## src/rtl/periph_arb_pkg.sv

```systemverilog
// Shared encodings and constants for the two-master peripheral arbiter.
package periph_arb_pkg;

  typedef enum logic [1:0] {
    ST_IDLE   = 2'd0,
    ST_ACCESS = 2'd1,
    ST_RESP   = 2'd2
  } arb_state_e;

  localparam int unsigned LOCK_MAX_DEF = 4;

  localparam logic M0 = 1'b0;
  localparam logic M1 = 1'b1;

endpackage

```

## src/rtl/arb_rr2.sv

```systemverilog
// Combinational two-way round-robin winner select with a master-1 lock override.
module arb_rr2
  import periph_arb_pkg::*;
(
  input  logic [1:0] req,
  input  logic       last_gnt,
  input  logic       lock_ok,
  output logic       gnt,
  output logic       valid
);

  always_comb begin
    valid = |req;
    gnt   = M0;
    if (lock_ok && req[1]) begin
      gnt = M1;
    end else if (req == 2'b11) begin
      gnt = ~last_gnt;
    end else if (req[1]) begin
      gnt = M1;
    end
  end

endmodule

```

## src/rtl/periph_arbiter.sv

```systemverilog
// Two-master (CPU/DMA) arbiter onto a single peripheral bus: IDLE -> ACCESS -> RESP,
// registered strobes, one-cycle ack and registered read data per master.
module periph_arbiter
  import periph_arb_pkg::*;
#(
  parameter int unsigned LOCK_MAX = LOCK_MAX_DEF
) (
  input  logic        clk,
  input  logic        reset,
  input  logic        m0_req,
  input  logic        m0_wr,
  input  logic [31:0] m0_addr,
  input  logic [31:0] m0_wdata,
  output logic        m0_ack,
  output logic [31:0] m0_rdata,
  input  logic        m1_req,
  input  logic        m1_wr,
  input  logic [31:0] m1_addr,
  input  logic [31:0] m1_wdata,
  output logic        m1_ack,
  output logic [31:0] m1_rdata,
  input  logic        m1_lock,
  output logic        p_rd,
  output logic        p_wr,
  output logic [31:0] p_addr,
  output logic [31:0] p_wdata,
  input  logic [31:0] p_rdata
);

  localparam int unsigned CW = (LOCK_MAX < 1) ? 1 : $clog2(LOCK_MAX + 1);
  localparam logic [CW-1:0] LOCK_MAX_C = CW'(LOCK_MAX);

  arb_state_e    r_state;
  logic          r_last_gnt;
  logic          r_gnt;
  logic [CW-1:0] r_lock_cnt;

  logic w_gnt;
  logic w_valid;
  logic w_lock_ok;

  assign w_lock_ok = (r_last_gnt == M1) && m1_req && m1_lock && (r_lock_cnt < LOCK_MAX_C);

  arb_rr2 u_arb (
    .req      ({m1_req, m0_req}),
    .last_gnt (r_last_gnt),
    .lock_ok  (w_lock_ok),
    .gnt      (w_gnt),
    .valid    (w_valid)
  );

  always_ff @(posedge clk or negedge reset) begin
    if (!reset) begin
      r_state    <= ST_IDLE;
      r_last_gnt <= M1;
      r_gnt      <= M0;
      r_lock_cnt <= '0;
      p_rd       <= 1'b0;
      p_wr       <= 1'b0;
      p_addr     <= '0;
      p_wdata    <= '0;
      m0_ack     <= 1'b0;
      m1_ack     <= 1'b0;
      m0_rdata   <= '0;
      m1_rdata   <= '0;
    end else begin
      p_rd   <= 1'b0;
      p_wr   <= 1'b0;
      m0_ack <= 1'b0;
      m1_ack <= 1'b0;
      case (r_state)
        ST_IDLE: begin
          if (w_valid) begin
            r_state    <= ST_ACCESS;
            r_last_gnt <= w_gnt;
            r_gnt      <= w_gnt;
            p_addr     <= (w_gnt == M1) ? m1_addr  : m0_addr;
            p_wdata    <= (w_gnt == M1) ? m1_wdata : m0_wdata;
            p_rd       <= (w_gnt == M1) ? ~m1_wr   : ~m0_wr;
            p_wr       <= (w_gnt == M1) ?  m1_wr   :  m0_wr;
            // Counter tracks consecutive locked DMA grants and saturates instead of wrapping.
            if ((w_gnt == M0) || !m1_lock) begin
              r_lock_cnt <= '0;
            end else if (r_lock_cnt != LOCK_MAX_C) begin
              r_lock_cnt <= r_lock_cnt + 1'b1;
            end
          end
        end
        ST_ACCESS: begin
          r_state <= ST_RESP;
          if (r_gnt == M1) begin
            m1_ack <= 1'b1;
            if (p_rd) m1_rdata <= p_rdata;
          end else begin
            m0_ack <= 1'b1;
            if (p_rd) m0_rdata <= p_rdata;
          end
        end
        ST_RESP: r_state <= ST_IDLE;
        default: r_state <= ST_IDLE;
      endcase
    end
  end

endmodule

```

## config.mk

```make
export PLATFORM = sky130hd
export DESIGN_NAME = periph_arbiter
export DESIGN_NICKNAME = d
export VERILOG_FILES = /design/src/rtl/periph_arb_pkg.sv /design/src/rtl/arb_rr2.sv /design/src/rtl/periph_arbiter.sv
export SDC_FILE = /design/constraint.sdc
export NUM_CORES = 1
export LEC_CHECK = 0
export BUFFER_PORTS_ARGS = -buffer_cell sky130_fd_sc_hd__buf_2
export CAP_MARGIN = 10
export CORE_UTILIZATION = 40
export DETAILED_ROUTE_END_ITERATION = 10
export PLACE_DENSITY_LB_ADDON = 0.08
export SLEW_MARGIN = 30
export SYNTH_ARGS = -nofsm -noshare
export SYNTH_HDL_FRONTEND = slang
export SYNTH_HIERARCHICAL = 1
export SYNTH_SLANG_ARGS = --single-unit
```

## constraint.sdc

```tcl
create_clock -name clk -period 2.8 [get_ports clk]
set_input_delay 0.7 -clock clk [delete_from_list [all_inputs] [get_ports clk]]
set_output_delay 0.7 -clock clk [all_outputs]
set_load 0.1 [all_outputs]
```

# Word-level counts from Yosys, hierarchy flattened
# Index checks and enable logic that the tools add are counted.
classes:
  n_reduce_logical: 13
  mux: 19
  add_sub_neg: 1
  bitwise_logic: 5
  n_eq_ne: 4
  magnitude_cmp: 1
op_table:
  columns: ["cell", "count"]
  rows:
  - ["$mux W32", 2]
  - ["$mux W1", 13]
  - ["$reduce_and A3 Y1", 3]
  - ["$mux W3", 2]
  - ["$not A1 Y1", 5]
  - ["$logic_and A1 B1 Y1", 4]
  - ["$pmux W2 S2", 1]
  - ["$add A3 B1 Y3 const B", 1]
  - ["$lt A3 B3 Y1 const B", 1]
  - ["$ne A3 B3 Y1 const B", 1]
  - ["$eq A2 B1 Y1 const B", 1]
  - ["$eq A2 B2 Y1 const B", 1]
  - ["$logic_not A2 Y1", 1]
  - ["$mux W2", 1]
  - ["$ne A2 B1 Y1 const B", 1]
  - ["$reduce_and A2 Y1", 1]
  - ["$reduce_bool A2 Y1", 1]
  - ["$reduce_or A2 Y1", 1]
  - ["$logic_not A1 Y1", 1]
  - ["$logic_or A1 B1 Y1", 1]
word_totals:
  elab_cells: 55
  reg_bits: 139

# Depth between registers and ports, before layout
logic_depth:
  ltp_word: 9
  mapped_depth: 8
  ltp_nobuf: 6

# Cells and area by module
# The synthesis kept the hierarchy.
modules_own_cells:
  columns: ["mod", "n_inst", "cells_per_inst", "area_per_inst_um2"]
  rows:
  - ["periph_arbiter", 1, 456, 5898.2]
  - ["arb_rr2", 1, 4, 20.0]

# Worst setup path before layout
# Ideal clock, no wire load.
synth_path:
  kind: "in2reg"
  from: "in m1_lock"
  to: "reg p_addr[18]"
  path_buffers: 3
  t_required_ps: 2678
  path_stages: 8
  slack_ps: 773
  arrival_ps: 1905
  cell_sequence: "and4b_1 inv_1 a31oi_1 buf_2 buf_4 buf_2 mux2i_1 o21ai_2"
synth_between:
  elab_chain_cells: 5
synth_rtl:
  columns: ["element", "line", "text"]
  rows:
  - ["start, declared", "periph_arbiter.sv:22", "input logic m1_lock,"]
  - ["$logic_and A1 B1 Y1 (2 in series)", "periph_arbiter.sv:42", "assign w_lock_ok = (r_last_gnt == M1) && m1_req && m1_lock && (r_lock_cnt < LOCK_MAX_C);"]
  - ["$logic_and A1 B1 Y1", "arb_rr2.sv:15", "if (lock_ok && req[1]) begin"]
  - ["$mux W1", "arb_rr2.sv:15", null]
  - ["net w_gnt", "periph_arbiter.sv:38", "logic w_gnt;"]
  - ["$mux W32", "periph_arbiter.sv:77", "p_addr <= (w_gnt == M1) ? m1_addr : m0_addr;"]
  - ["end signal, assigned", "periph_arbiter.sv:77", null]
  - ["end, declared", "periph_arbiter.sv:25", "output logic [31:0] p_addr,"]
# The timed path passes the listed nets, and every way through them passes these cells.
# A chain may end at the register's enable or synchronous reset.

# Worst setup path after layout
layout_path:
  from: "reg r_last_gnt"
  to: "reg p_rd"
layout_between:
  elab_chain_cells: 8
  elab_cells_between_ends: 10
  classes_between: "mux: 5; bitwise: 1; reduce/logical: 4"
layout_rtl:
  columns: ["element", "line", "text"]
  rows:
  - ["start, declared", "periph_arbiter.sv:34", "logic r_last_gnt;"]
  - ["start signal, assigned", "periph_arbiter.sv:75", "r_last_gnt <= w_gnt;"]
  - ["$logic_and A1 B1 Y1 (3 in series)", "periph_arbiter.sv:42", null]
  - ["net w_lock_ok", "periph_arbiter.sv:40", "logic w_lock_ok;"]
  - ["$logic_and A1 B1 Y1", "arb_rr2.sv:15", null]
  - ["$mux W1", "arb_rr2.sv:15", null]
  - ["net w_gnt", "periph_arbiter.sv:38", null]
  - ["$mux W1", "periph_arbiter.sv:79", "p_rd <= (w_gnt == M1) ? ~m1_wr : ~m0_wr;"]
  - ["$mux W1", "periph_arbiter.sv:73", "if (w_valid) begin"]
  - ["$mux W1", "periph_arbiter.sv:71", "case (r_state)"]
  - ["end signal, assigned", "periph_arbiter.sv:79", null]
  - ["end, declared", "periph_arbiter.sv:23", "output logic p_rd,"]
# The timed path passes the listed nets, and every way through them passes these cells.

==> impl_metrics.tcl <==
set metrics [dict create \
    grt_pass1_vias 4339 \
    track_usage_pct 18.78 \
    routabilityCongestion 0.7229 \
    ant_nets 0 \
    drtPass1Iterations 4 \
    cts_resized 0 \
    rsz0062_at_grt "false" \
    antenna_found_initial 1 \
    endpoint_kind "register" \
    setup_viol 0 \
    cts_setup_buffers 0 \
    start_kind "register" \
    start_util_pct 40.87 \
    final_common_cell "buf_2" \
    die_y_um 123.6 \
    clk_latency_ns 0.41 \
    drc 0 \
    h-tree-depth 4 \
    clock-sinks 139 \
    synth_edf_count 0 \
    critical_path_class "register to register" \
    cp_cell_sequence "and4b_1 -> inv_1 -> a31oi_4 -> buf_12 -> mux2i_1 -> and2_1" \
    r2r-start "r_last_gnt$_DFFE_PN1P_" \
    ys_types 31 \
    clkSlewWorstSetupHoldPaths_ns 0.06 \
    worst_ep_required_time_ns 3.15 \
    syn_to_final_growth_pct 39.73 \
    vias 4478 \
    viasPerCell 4.694 \
    synth.avg_cell_area_um2 12.87 \
    min_path_type "input pin to asynchronous set/reset pin" \
    worst_pin_slew_ns 0.6026 \
    cts_root_buf "clkbuf_16" \
    ioPinCount 299 \
    cts_tree "done" \
    drtIter0Drc 153 \
    synth_async_sr_flop_share_pct 100.0 \
    synth-main-ff-cell "dfrtp_1" \
    holdBufCountCts 0 \
    nets 925 \
    seq_area_frac_synth_pct 58.79 \
    post-route-min-period_ns 1.979 \
    wl_per_cell_um 15.05 \
    hold_slack_ns 0.2810 \
    fin_skew_ns 0.005509 \
    post-dp-hpwl_mm 10.60 \
    die_area_um2 15290 \
    path_max_fanout 66 \
    drv_slew 0 \
    fmax_ghz 0.5052 \
    cp.arrival_ns 2.32 \
    row_count 44 \
    cp_slowest_stage_delay_ns 0.56 \
    final_cell_mix "buf_2 (297), dfrtp_1 (138), nand2_1 (70)" \
    ys_ff_latch 139 \
    clk_path_buf_depth 2 \
    stdcell_count 954 \
    tns_ns 0 \
    core_area_um2 14480 \
    grt_max_degree 67 \
    grt_pass1_wl_mm 21.53 \
    finalCritPeriodShare_pct 70.69 \
    drive_gt1_share_pct 54.49 \
    status "finished, final reports clean" \
    timing.max_cap.violations 0 \
    cts_buffers 17 \
    synth_fp_nets 629 \
    hold_violations 0 \
    syn_inst 460 \
    ys_warn_count 6 \
    slew_headroom_pct 59.83 \
    io_buffers 298 \
    synthesis.area_um2 5918 \
    grt_overflow 0 \
    wl_mm 14.36 \
    startpoint "r_last_gnt$_DFFE_PN1P_" \
    dp_cells 921 \
    die_w_um 123.6 \
    crit_slowest_cell "dfstp_2" \
]
[cell type report]
cell class              instances  area (µm²)
multi-input cells             285        2185
inverters                       6       35.03
well taps                     184       230.2
repair buffers                307        1628
flip-flops and latches        139        3480
fillers                      1250        6210
clock inverters                10       235.2
clock buffers                  22       474.2
diodes                          1       2.502
[state kept, by name, summed over array words and instances, names as in the netlist, 2 cells and up]
register and flops:
p_addr 32, m1_rdata 32, r_lock_cnt 3, r_state 2, p_wdata 32, m0_rdata 32
[cells by family after synthesis]
logic type / Yosys count / share of synthesized area, %
buffers and inverters: 36 / 4.588
flip-flops: 139 / 58.79
adder cells (fa/ha/maj): 2 / 0.4228
AND/OR/NAND/NOR: 81 / 5.814
multiplexers: 129 / 23.17
AO/OA/AOI/OAI: 73 / 7.209
[cells in the mapped netlist, types with 2 or more instances]
cell      instances  share of area, %
clkbuf_1          4              0.25
inv_1             5              0.32
a31o_1            2              0.30
o21ai_2          13               1.9
buf_6            12               2.3
dfrtp_1         138                58
buf_2            11              0.93
and2_1            2              0.21
o21ai_1          51               4.3
nand2_1          70               4.4
mux2_2           63                12
ha_1              2              0.42
mux2i_1          65                11
a21oi_1           5              0.42
[stage by stage]
| step | worst slack, ns | utilization, % | area (µm²) |
|---|---|---|---|
| finish | 0.8206 | 57.11 | 8269 |
| global route | 0.7130 | 57.09 | 8267 |
| CTS | 0.8119 | 57.09 | 8267 |
| detailed placement | 0.5658 | 52.20 | 7557 |
| global placement | 0.6224 | 52.20 | 7557 |
| floorplan | 0.7729 | - | 5918 |
[per-layer routing]
metal	global-route usage [%]	vias to the layer above	wire length (µm)
li1	-	2197	-
met1	22.24	2094	5934
met2	31.84	171	7177
met3	4.945	16	1020
met4	8.509	0	229
met5	0	-	0
[critical path: cells and delay by family (launching register included)]
family	cells	cell delay, ns
flip-flops	1	0.56
buffers and inverters	2	0.48
AND/OR/NAND/NOR	2	0.34
multiplexers	1	0.29
AO/OA/AOI/OAI	1	0.21
[final timing paths]
path,cells past startpoint,endpoint,slack [ns]
max,6,p_rd$_DFF_PN0_,0.82
min,1,m0_rdata[2]$_DFFE_PN0P_,0.28
max reg2reg,6,p_rd$_DFF_PN0_,0.82
min reg2reg,2,p_addr[1]$_DFFE_PN0P_,0.48
max in group asynchronous,2,p_wdata[11]$_DFFE_PN0P_,1.85
min in group clk,2,p_addr[1]$_DFFE_PN0P_,0.48
Power is not shown: default switching activity piles up to over one toggle a cycle in this logic, so the estimate is an artifact.
